<file path="src/rtl/fb_reader.sv">
// ---------------------------------------------------------------------------
// fb_reader
//
// Wishbone classic read master that walks the frame buffer in raster order
// (byte address = 2*(HDISP*y + x)) and hands 16-bit pixels to the display
// pipeline through a small synchronous FIFO. Single clock domain.
//
// Optional feature macro: FB_READER_FAIRPLAY_EN
//   When defined, the master releases the bus for one cycle after every
//   64th completed transfer so other arbiter clients get a turn.
//
// Parameters
//   HDISP       active pixels per line
//   VDISP       active lines per frame
//   FIFO_DEPTH  FIFO entries (power of 2, >= 4)
//
// Ports
//   clk, rst_n            system clock, synchronous active-low reset
//   wshb_adr              byte address of the current read
//   wshb_dat_ms           write data, always 0
//   wshb_dat_sm           read data from the slave
//   wshb_sel              byte selects, always 2'b11
//   wshb_we               always 0 (read only)
//   wshb_cti, wshb_bte    always 0 (classic cycles)
//   wshb_stb, wshb_cyc    strobe / cycle
//   wshb_ack              slave acknowledge
//   pix_data              FIFO head pixel
//   pix_sof               head pixel is (0,0)
//   pix_eol               head pixel is last of its line
//   pix_valid             FIFO not empty
//   pix_ready             consumer accepts the head pixel
// ---------------------------------------------------------------------------
module fb_reader #(
  parameter int HDISP      = 640,
  parameter int VDISP      = 480,
  parameter int FIFO_DEPTH = 64
) (
  input  logic        clk,
  input  logic        rst_n,
  output logic [31:0] wshb_adr,
  output logic [15:0] wshb_dat_ms,
  input  logic [15:0] wshb_dat_sm,
  output logic [1:0]  wshb_sel,
  output logic        wshb_we,
  output logic [2:0]  wshb_cti,
  output logic [1:0]  wshb_bte,
  output logic        wshb_stb,
  output logic        wshb_cyc,
  input  logic        wshb_ack,
  output logic [15:0] pix_data,
  output logic        pix_sof,
  output logic        pix_eol,
  output logic        pix_valid,
  input  logic        pix_ready
);

  localparam int AW = $clog2(FIFO_DEPTH);
  localparam int CW = AW + 1;
  localparam int XW = $clog2(HDISP);
  localparam int YW = $clog2(VDISP);

  // Highest occupancy at which another read may still be started.
  localparam logic [CW-1:0] FILL_LIMIT = CW'(FIFO_DEPTH - 2);

`ifdef FB_READER_FAIRPLAY_EN
  typedef enum logic [1:0] {IDLE, READ, PAUSE} state_t;
`else
  typedef enum logic [1:0] {IDLE, READ} state_t;
`endif

  state_t          r_state;
  state_t          w_nextState;

  logic [XW-1:0]   r_x;
  logic [YW-1:0]   r_y;
  logic [31:0]     r_adr;

  logic [17:0]     r_mem [FIFO_DEPTH];
  logic [AW-1:0]   r_wrPtr;
  logic [AW-1:0]   r_rdPtr;
  logic [CW-1:0]   r_count;
  logic [CW-1:0]   w_countNext;

  logic            w_push;
  logic            w_pop;
  logic            w_lastX;
  logic            w_lastY;
  logic            w_sof;
  logic            w_eol;
  logic [17:0]     w_head;

`ifdef FB_READER_FAIRPLAY_EN
  logic [5:0]      r_burst;
  logic            w_burstWrap;
`endif

  assign wshb_dat_ms = 16'h0000;
  assign wshb_sel    = 2'b11;
  assign wshb_we     = 1'b0;
  assign wshb_cti    = 3'b000;
  assign wshb_bte    = 2'b00;
  assign wshb_adr    = r_adr;

  // Acks outside READ are ignored entirely.
  assign w_push      = (r_state == READ) && wshb_ack;
  assign w_pop       = (r_count != '0) && pix_ready;
  assign w_countNext = r_count + CW'(w_push) - CW'(w_pop);

  assign w_lastX     = (r_x == XW'(HDISP - 1));
  assign w_lastY     = (r_y == YW'(VDISP - 1));
  assign w_sof       = (r_x == '0) && (r_y == '0);
  assign w_eol       = w_lastX;

`ifdef FB_READER_FAIRPLAY_EN
  assign w_burstWrap = w_push && (r_burst == 6'd63);
`endif

  // State register.
  always_ff @(posedge clk) begin
    if (!rst_n) begin
      r_state <= IDLE;
    end else begin
      r_state <= w_nextState;
    end
  end

  // Next-state and bus strobes. A READ keeps going as long as the FIFO,
  // after this cycle's push and pop, still has room for one more entry
  // beyond the one that could be in flight.
  always_comb begin
    w_nextState = r_state;
    wshb_cyc    = 1'b0;
    wshb_stb    = 1'b0;
    case (r_state)
      IDLE: begin
        if (r_count <= FILL_LIMIT) w_nextState = READ;
      end
      READ: begin
        wshb_cyc = 1'b1;
        wshb_stb = 1'b1;
        if (wshb_ack) begin
`ifdef FB_READER_FAIRPLAY_EN
          if (w_burstWrap)                    w_nextState = PAUSE;
          else if (w_countNext <= FILL_LIMIT) w_nextState = READ;
          else                                w_nextState = IDLE;
`else
          if (w_countNext <= FILL_LIMIT) w_nextState = READ;
          else                           w_nextState = IDLE;
`endif
        end
      end
`ifdef FB_READER_FAIRPLAY_EN
      // One bus-free cycle, then the same entry rule as IDLE.
      PAUSE: begin
        if (r_count <= FILL_LIMIT) w_nextState = READ;
        else                       w_nextState = IDLE;
      end
`endif
      default: w_nextState = IDLE;
    endcase
  end

  // Raster counters and the linear byte address that tracks them; the
  // address is stepped rather than multiplied out.
  always_ff @(posedge clk) begin
    if (!rst_n) begin
      r_x   <= '0;
      r_y   <= '0;
      r_adr <= 32'h0;
    end else if (w_push) begin
      if (w_lastX) begin
        r_x <= '0;
        if (w_lastY) begin
          r_y   <= '0;
          r_adr <= 32'h0;
        end else begin
          r_y   <= r_y + YW'(1);
          r_adr <= r_adr + 32'd2;
        end
      end else begin
        r_x   <= r_x + XW'(1);
        r_adr <= r_adr + 32'd2;
      end
    end
  end

`ifdef FB_READER_FAIRPLAY_EN
  always_ff @(posedge clk) begin
    if (!rst_n) begin
      r_burst <= 6'd0;
    end else if (w_push) begin
      r_burst <= r_burst + 6'd1;
    end
  end
`endif

  // FIFO pointers and occupancy; pointers wrap naturally at FIFO_DEPTH.
  always_ff @(posedge clk) begin
    if (!rst_n) begin
      r_wrPtr <= '0;
      r_rdPtr <= '0;
      r_count <= '0;
    end else begin
      if (w_push) r_wrPtr <= r_wrPtr + AW'(1);
      if (w_pop)  r_rdPtr <= r_rdPtr + AW'(1);
      r_count <= w_countNext;
    end
  end

  // FIFO storage, tagged with the frame/line markers of the fetched pixel.
  always_ff @(posedge clk) begin
    if (rst_n && w_push) begin
      r_mem[r_wrPtr] <= {wshb_dat_sm, w_sof, w_eol};
    end
  end

  // Head outputs are forced to zero while empty so reset shows clean zeros
  // without having to clear the storage array.
  assign w_head    = r_mem[r_rdPtr];
  assign pix_valid = (r_count != '0);
  assign pix_data  = pix_valid ? w_head[17:2] : 16'h0000;
  assign pix_sof   = pix_valid & w_head[1];
  assign pix_eol   = pix_valid & w_head[0];

endmodule

</file>
<file path="config.mk">
export PLATFORM = sky130hd
export DESIGN_NAME = fb_reader
export DESIGN_NICKNAME = d
export VERILOG_FILES = /design/src/rtl/fb_reader.sv
export SDC_FILE = /design/constraint.sdc
export NUM_CORES = 1
export LEC_CHECK = 0
export BUFFER_PORTS_ARGS = -buffer_cell sky130_fd_sc_hd__buf_4
export CAP_MARGIN = 20
export CORE_MARGIN = 2
export CORE_UTILIZATION = 60
export DETAILED_ROUTE_END_ITERATION = 12
export PLACE_DENSITY = 0.84
export SLEW_MARGIN = 20
export SYNTH_ARGS = -nofsm -noshare
export SYNTH_HDL_FRONTEND = slang
export SYNTH_SLANG_ARGS = --single-unit
</file>
<file path="constraint.sdc">
create_clock -name clk -period 10.4 [get_ports clk]
set_input_delay 1.56 -clock clk [delete_from_list [all_inputs] [get_ports clk]]
set_output_delay 1.56 -clock clk [all_outputs]
set_load 0.02 [all_outputs]
</file>
== Yosys cells after proc, flatten, opt, wreduce, memory -nomap -nowiden ==
Memory sizes are Yosys's and may differ from the RTL's. A register that Yosys moved wholly into a read port is not among the register bits.
Cells that the tools add are included.
Cells by class
  add/sub/neg operators: 7
  magnitude comparators: 2
  equality and inequality tests: 5
  muxes and demuxes: 14
  bitwise logic cells: 2
  reductions and logical operators: 10
Operator list (count)
  2-to-1 mux 32 bit: 2
  adder 32 x 2 -> 32 bit (second input constant): 1
  2-to-1 mux 16 bit: 1
  <= comparator 7 x 6 -> 1 bit (second input constant): 2
  adder 6 x 1 -> 6 bit (second input constant): 2
  2-to-1 mux 6 bit: 2
  adder 10 x 1 -> 10 bit (second input constant): 1
  equality test 10 bit (second input constant): 1
  logical NOT 10 bit: 1
  2-to-1 mux 10 bit: 1
  adder 9 x 1 -> 9 bit (second input constant): 1
  equality test 9 bit (second input constant): 1
  logical NOT 9 bit: 1
  2-to-1 mux 9 bit: 1
  adder 7 x 1 -> 7 bit: 1
  nonzero test 7 bit: 1
  subtractor 7 x 1 -> 7 bit: 1
  logical AND 1 bit: 4
  2-to-1 mux 1 bit: 4
  2-to-1 mux 2 bit: 2
  != test 2 bit (second input constant): 2
  one-hot mux 2 bit (2 select lines): 1
  AND reduction 2 bit: 2
  bitwise AND 1 bit: 2
  other kinds (2): 2
Storage, ports and cells
  register bits: 72
  RAM bits: 1152
  input bits: 20
  output and inout bits: 77
  logic and storage cells: 48
  memories kept: 1
Memories
  r_mem: words 64, bits a word 18, rd ports 1, clocked after Yosys merged registers in 1, wr ports 1, line 78  | logic [17:0] r_mem [FIFO_DEPTH];

== Depth between registers and ports, before layout ==
  depth in word-level cells: 8
  mapped depth: 17
  gate-level depth less buffers: 16

== Worst setup path before layout ==
No wires, ideal clock.
  path kind: register -> register
  start point: reg r_x[7]
  end point: mem r_mem[0][1], data pin
  setup time: 0.681 ns
  data arrival time: 3.302 ns
  required time: 9.719 ns
  setup slack: 6.417 ns
  cell stages (with the launch flop): 4
  buffers on the path: 0
  period minus slack after synthesis: 3.983 ns
  path through: dfxtp_1 > or2_2 > nand4b_1 > nor3_1
On the way
  word-level cells in the longest chain between the ends: 2
Ends and longest elaborated chain
  start, declared: line 74  | logic [XW-1:0] r_x;
  start signal, assigned: line 181  | r_x <= r_x + XW'(1);
  logical NOT 10 bit: line 111  | assign w_sof = (r_x == '0) && (r_y == '0);
  logical AND 1 bit: line 111
  via w_sof: line 88  | logic w_sof;
  end, declared: line 78
The timed path passes the listed nets, and every way through them passes these cells.

==> flow_summary.json <==
{
  "critPathTopFamily": "buffers and inverters",
  "insertion_delay_ps": 700,
  "routed_wl_microns": 123000,
  "finalCritPeriodShare": 0.623,
  "cts_num_sinks": 1228,
  "via_count": 26100,
  "initial_core_util": 0.607,
  "power_leakage_nw": 16.7,
  "yosysWarnings": 0,
  "fmax_ghz": 0.154,
  "via_per_inst": 6.97,
  "grt_first_pass_wirelength_microns": 178000,
  "ys_seq_area_frac": 0.752,
  "drt_drc_violations_left": 0,
  "holdBufCountCts": 0,
  "portBuffers": 71,
  "layout-drive-gt1-share": 0.237,
  "grt_pass1_vias": 26300,
  "path_buf_inv": 3,
  "clockBufferDepth": 3,
  "coreArea_sq_um": 79100,
  "startpoint_type": "register",
  "antenna_found_initial": 6,
  "clkTransAtPathRegs_ps": 60,
  "num-fill-cells": 4689,
  "grt_setup_unrepaired": "no",
  "slew_violations": 0,
  "cts_tree": "done",
  "postSynthCellCount": 2453,
  "min_path_type": "register to register",
  "hpwl_microns": 67700,
  "crit_top_cell": "buf_4",
  "cp_max_fo": 49,
  "vdd_drop_max_mv": 0.165,
  "hold_viol": 0,
  "die-area_sq_um": 82300,
  "reg2reg_from": "r_count[2]",
  "layout_min_cycle_time_ps": 6480,
  "overflow": 0,
  "numCtsBuffers": 115,
  "num_rows": 103,
  "grt_max_degree": 130,
  "crit_arrival_ps": 4920,
  "synth_area_per_cell_sq_um": 19.6,
  "critical_path.endpoint_type": "output pin",
  "critPathKind": "register to output pin",
  "reg2reg_depth": 16,
  "nets": 2639,
  "ys_seq_elements": 1228,
  "cap_violations": 0,
  "setup_viol": 0,
  "synth_edf_count": 1152,
  "crit_path_cell_trace": "buf_4 > buf_4 > mux4_2 > mux2i_1 > a221oi_1 > nand2_1 > o311ai_1 > buf_4",
  "crit_required_ps": 8840,
  "final_common_cell": "edfxtp_1",
  "cts_setup_buffers": 0,
  "first_iter_violations": 3957,
  "ys_types": 70,
  "synthFlopType": "edfxtp_1",
  "cts_resized": 0,
  "fin_total_pwr_mw": 11.4,
  "fp.dieH_microns": 287,
  "maxSlewHeadroom": 0.264,
  "htree_num_levels": 3,
  "gp_congestion": 0.894,
  "status": "completed",
  "root_buffer": "clkbuf_16",
  "crit_slowest_cell": "dfxtp_4",
  "syn_area_sq_um": 48000,
  "final_antenna_net_count": 0,
  "hold_depth": 2,
  "drtPass1Iterations": 6,
  "fin_tns_setup_ps": 0,
  "p_per_area_nw_per_um2": 213,
  "worstMarginPinSlew_ps": 1100,
  "async_reset_ff_frac": 0,
  "track_usage": 0.303,
  "die_w_microns": 287,
  "io-pin-count": 97,
  "final_cell_mix": "1,152 x edfxtp_1, 274 x mux4_2, 146 x buf_4",
  "hold_end": "wshb_adr[2]",
  "wl_per_cell_microns": 32.8,
  "area_growth_pct": 11.6,
  "slowest_delay_ps": 980,
  "rrSetupSlack_ps": 6940,
  "hp-start": "wshb_adr[2]",
  "r2r-end": "r_state[0]",
  "skew_ps": 31.7
}
## where the power goes
part           switching [mW]  total (mW)  internal, mW
logic                    1.02        1.72         0.703
clock network            1.79        4.14          2.35
registers              0.0808        5.53          5.45
## cell type report
| class | instances | area, sq um | share of cell area |
|---|---|---|---|
| antenna | 1 | 2.50 | 0.0000467 |
| clock buffer | 148 | 3060 | 0.0572 |
| clock inverter | 65 | 627 | 0.0117 |
| inverter | 23 | 86.3 | 0.00161 |
| multi-input combinational | 1076 | 11100 | 0.207 |
| sequential | 1228 | 36100 | 0.675 |
| tap | 1050 | 1310 | 0.0245 |
| timing repair buffer | 154 | 1230 | 0.0229 |
## synthesized netlist by cell type (all sizes together) (7+ instances only)
| cell type | n | area [sq um] |
|---|---|---|
| a31oi | 21 | 131 |
| ha | 20 | 250 |
| inv | 23 | 86.3 |
| nor3 | 26 | 140 |
| nand3 | 56 | 280 |
| a211o | 8 | 70.1 |
| o311ai | 7 | 61.3 |
| a22oi | 18 | 135 |
| dfxtp | 76 | 1520 |
| nand4 | 19 | 149 |
| a21oi | 41 | 209 |
| xnor2 | 22 | 193 |
| clkbuf | 31 | 116 |
| nand2 | 90 | 340 |
| o22ai | 47 | 294 |
| buf | 118 | 744 |
| mux4 | 274 | 6170 |
| nor2 | 159 | 602 |
| a211oi | 8 | 60.1 |
| o221ai | 10 | 87.6 |
| nor4 | 7 | 65.1 |
| nor2b | 11 | 68.8 |
| or3 | 12 | 75.1 |
| edfxtp | 1152 | 34600 |
| and2 | 7 | 43.8 |
| nand2b | 8 | 50.1 |
| xor2 | 28 | 245 |
| o21ai | 38 | 194 |
| and3 | 12 | 75.1 |
| mux2i | 50 | 500 |
## state kept, by name, summed over array words and instances (netlist names), named ones only
signal,flops
r_wrPtr,6
r_x,10
r_mem,1152
r_state,1
wshb_adr,31
r_count,7
r_rdPtr,6
r_y,9
## worst register-to-register path, stage by stage (launching register included)
cell	delay, ps
dfxtp_1	350
inv_1	90
ha_1	150
nor4b_1	460
nand2_1	280
and2_1	310
nand2_1	130
nand2_1	70
ha_1	200
inv_1	80
fa_1	200
nand2b_1	110
a21oi_1	80
o21ai_0	290
nor4b_1	260
o21ai_0	130
o211a_1	140
## how the worst max path moves through the flow
stage                   end  slack, ps  cells after the start
5_1_grt        pix_data[10]       3630                      8
2_1_floorplan   r_mem[0][1]       6420                      3
3_5_place_dp   pix_data[10]       4700                      8
3_3_place_gp   pix_data[10]       4780                      8
6_report       pix_data[10]       3920                      8
4_1_cts        pix_data[10]       3930                      8
## metal layers
layer / vias to the layer above / global-route usage / wire length (microns)
li1: 10200 / - / -
met1: 13200 / 0.397 / 41200
met2: 2237 / 0.481 / 59100
met3: 425 / 0.0848 / 16200
met4: 10 / 0.136 / 6480
met5: - / 0 / 85
## per-stage QoR
| step | utilization | setup WS (ps) | hold WS (ps) | instance area (sq um) | std cells |
|---|---|---|---|---|---|
| floorplan | - | 6420 | 462 | 48100 | 2476 |
| global placement | 0.629 | 4780 | 472 | 49800 | 3527 |
| detailed placement | 0.630 | 4700 | 483 | 49900 | 3531 |
| CTS | 0.677 | 3930 | 500 | 53500 | 3744 |
| global route | 0.677 | 3630 | 540 | 53600 | 3744 |
| finish | 0.677 | 3920 | 500 | 53600 | 3745 |
## cell families (layout without fill, tap and decap cells)
kind of cell	Yosys count	count (layout)	synth area share
muxes	326	326	0.139
other	2	26	0.000156
and+or+nand+nor	432	432	0.0436
adders and majority gates	21	21	0.00563
DFF	1228	1228	0.752
buffers and inverters	172	390	0.0197
AOI/OAI and AO/OA	222	222	0.0301
xor gates and xnor gates	50	50	0.00912
Note: power is estimated with default switching activity, not from simulation.
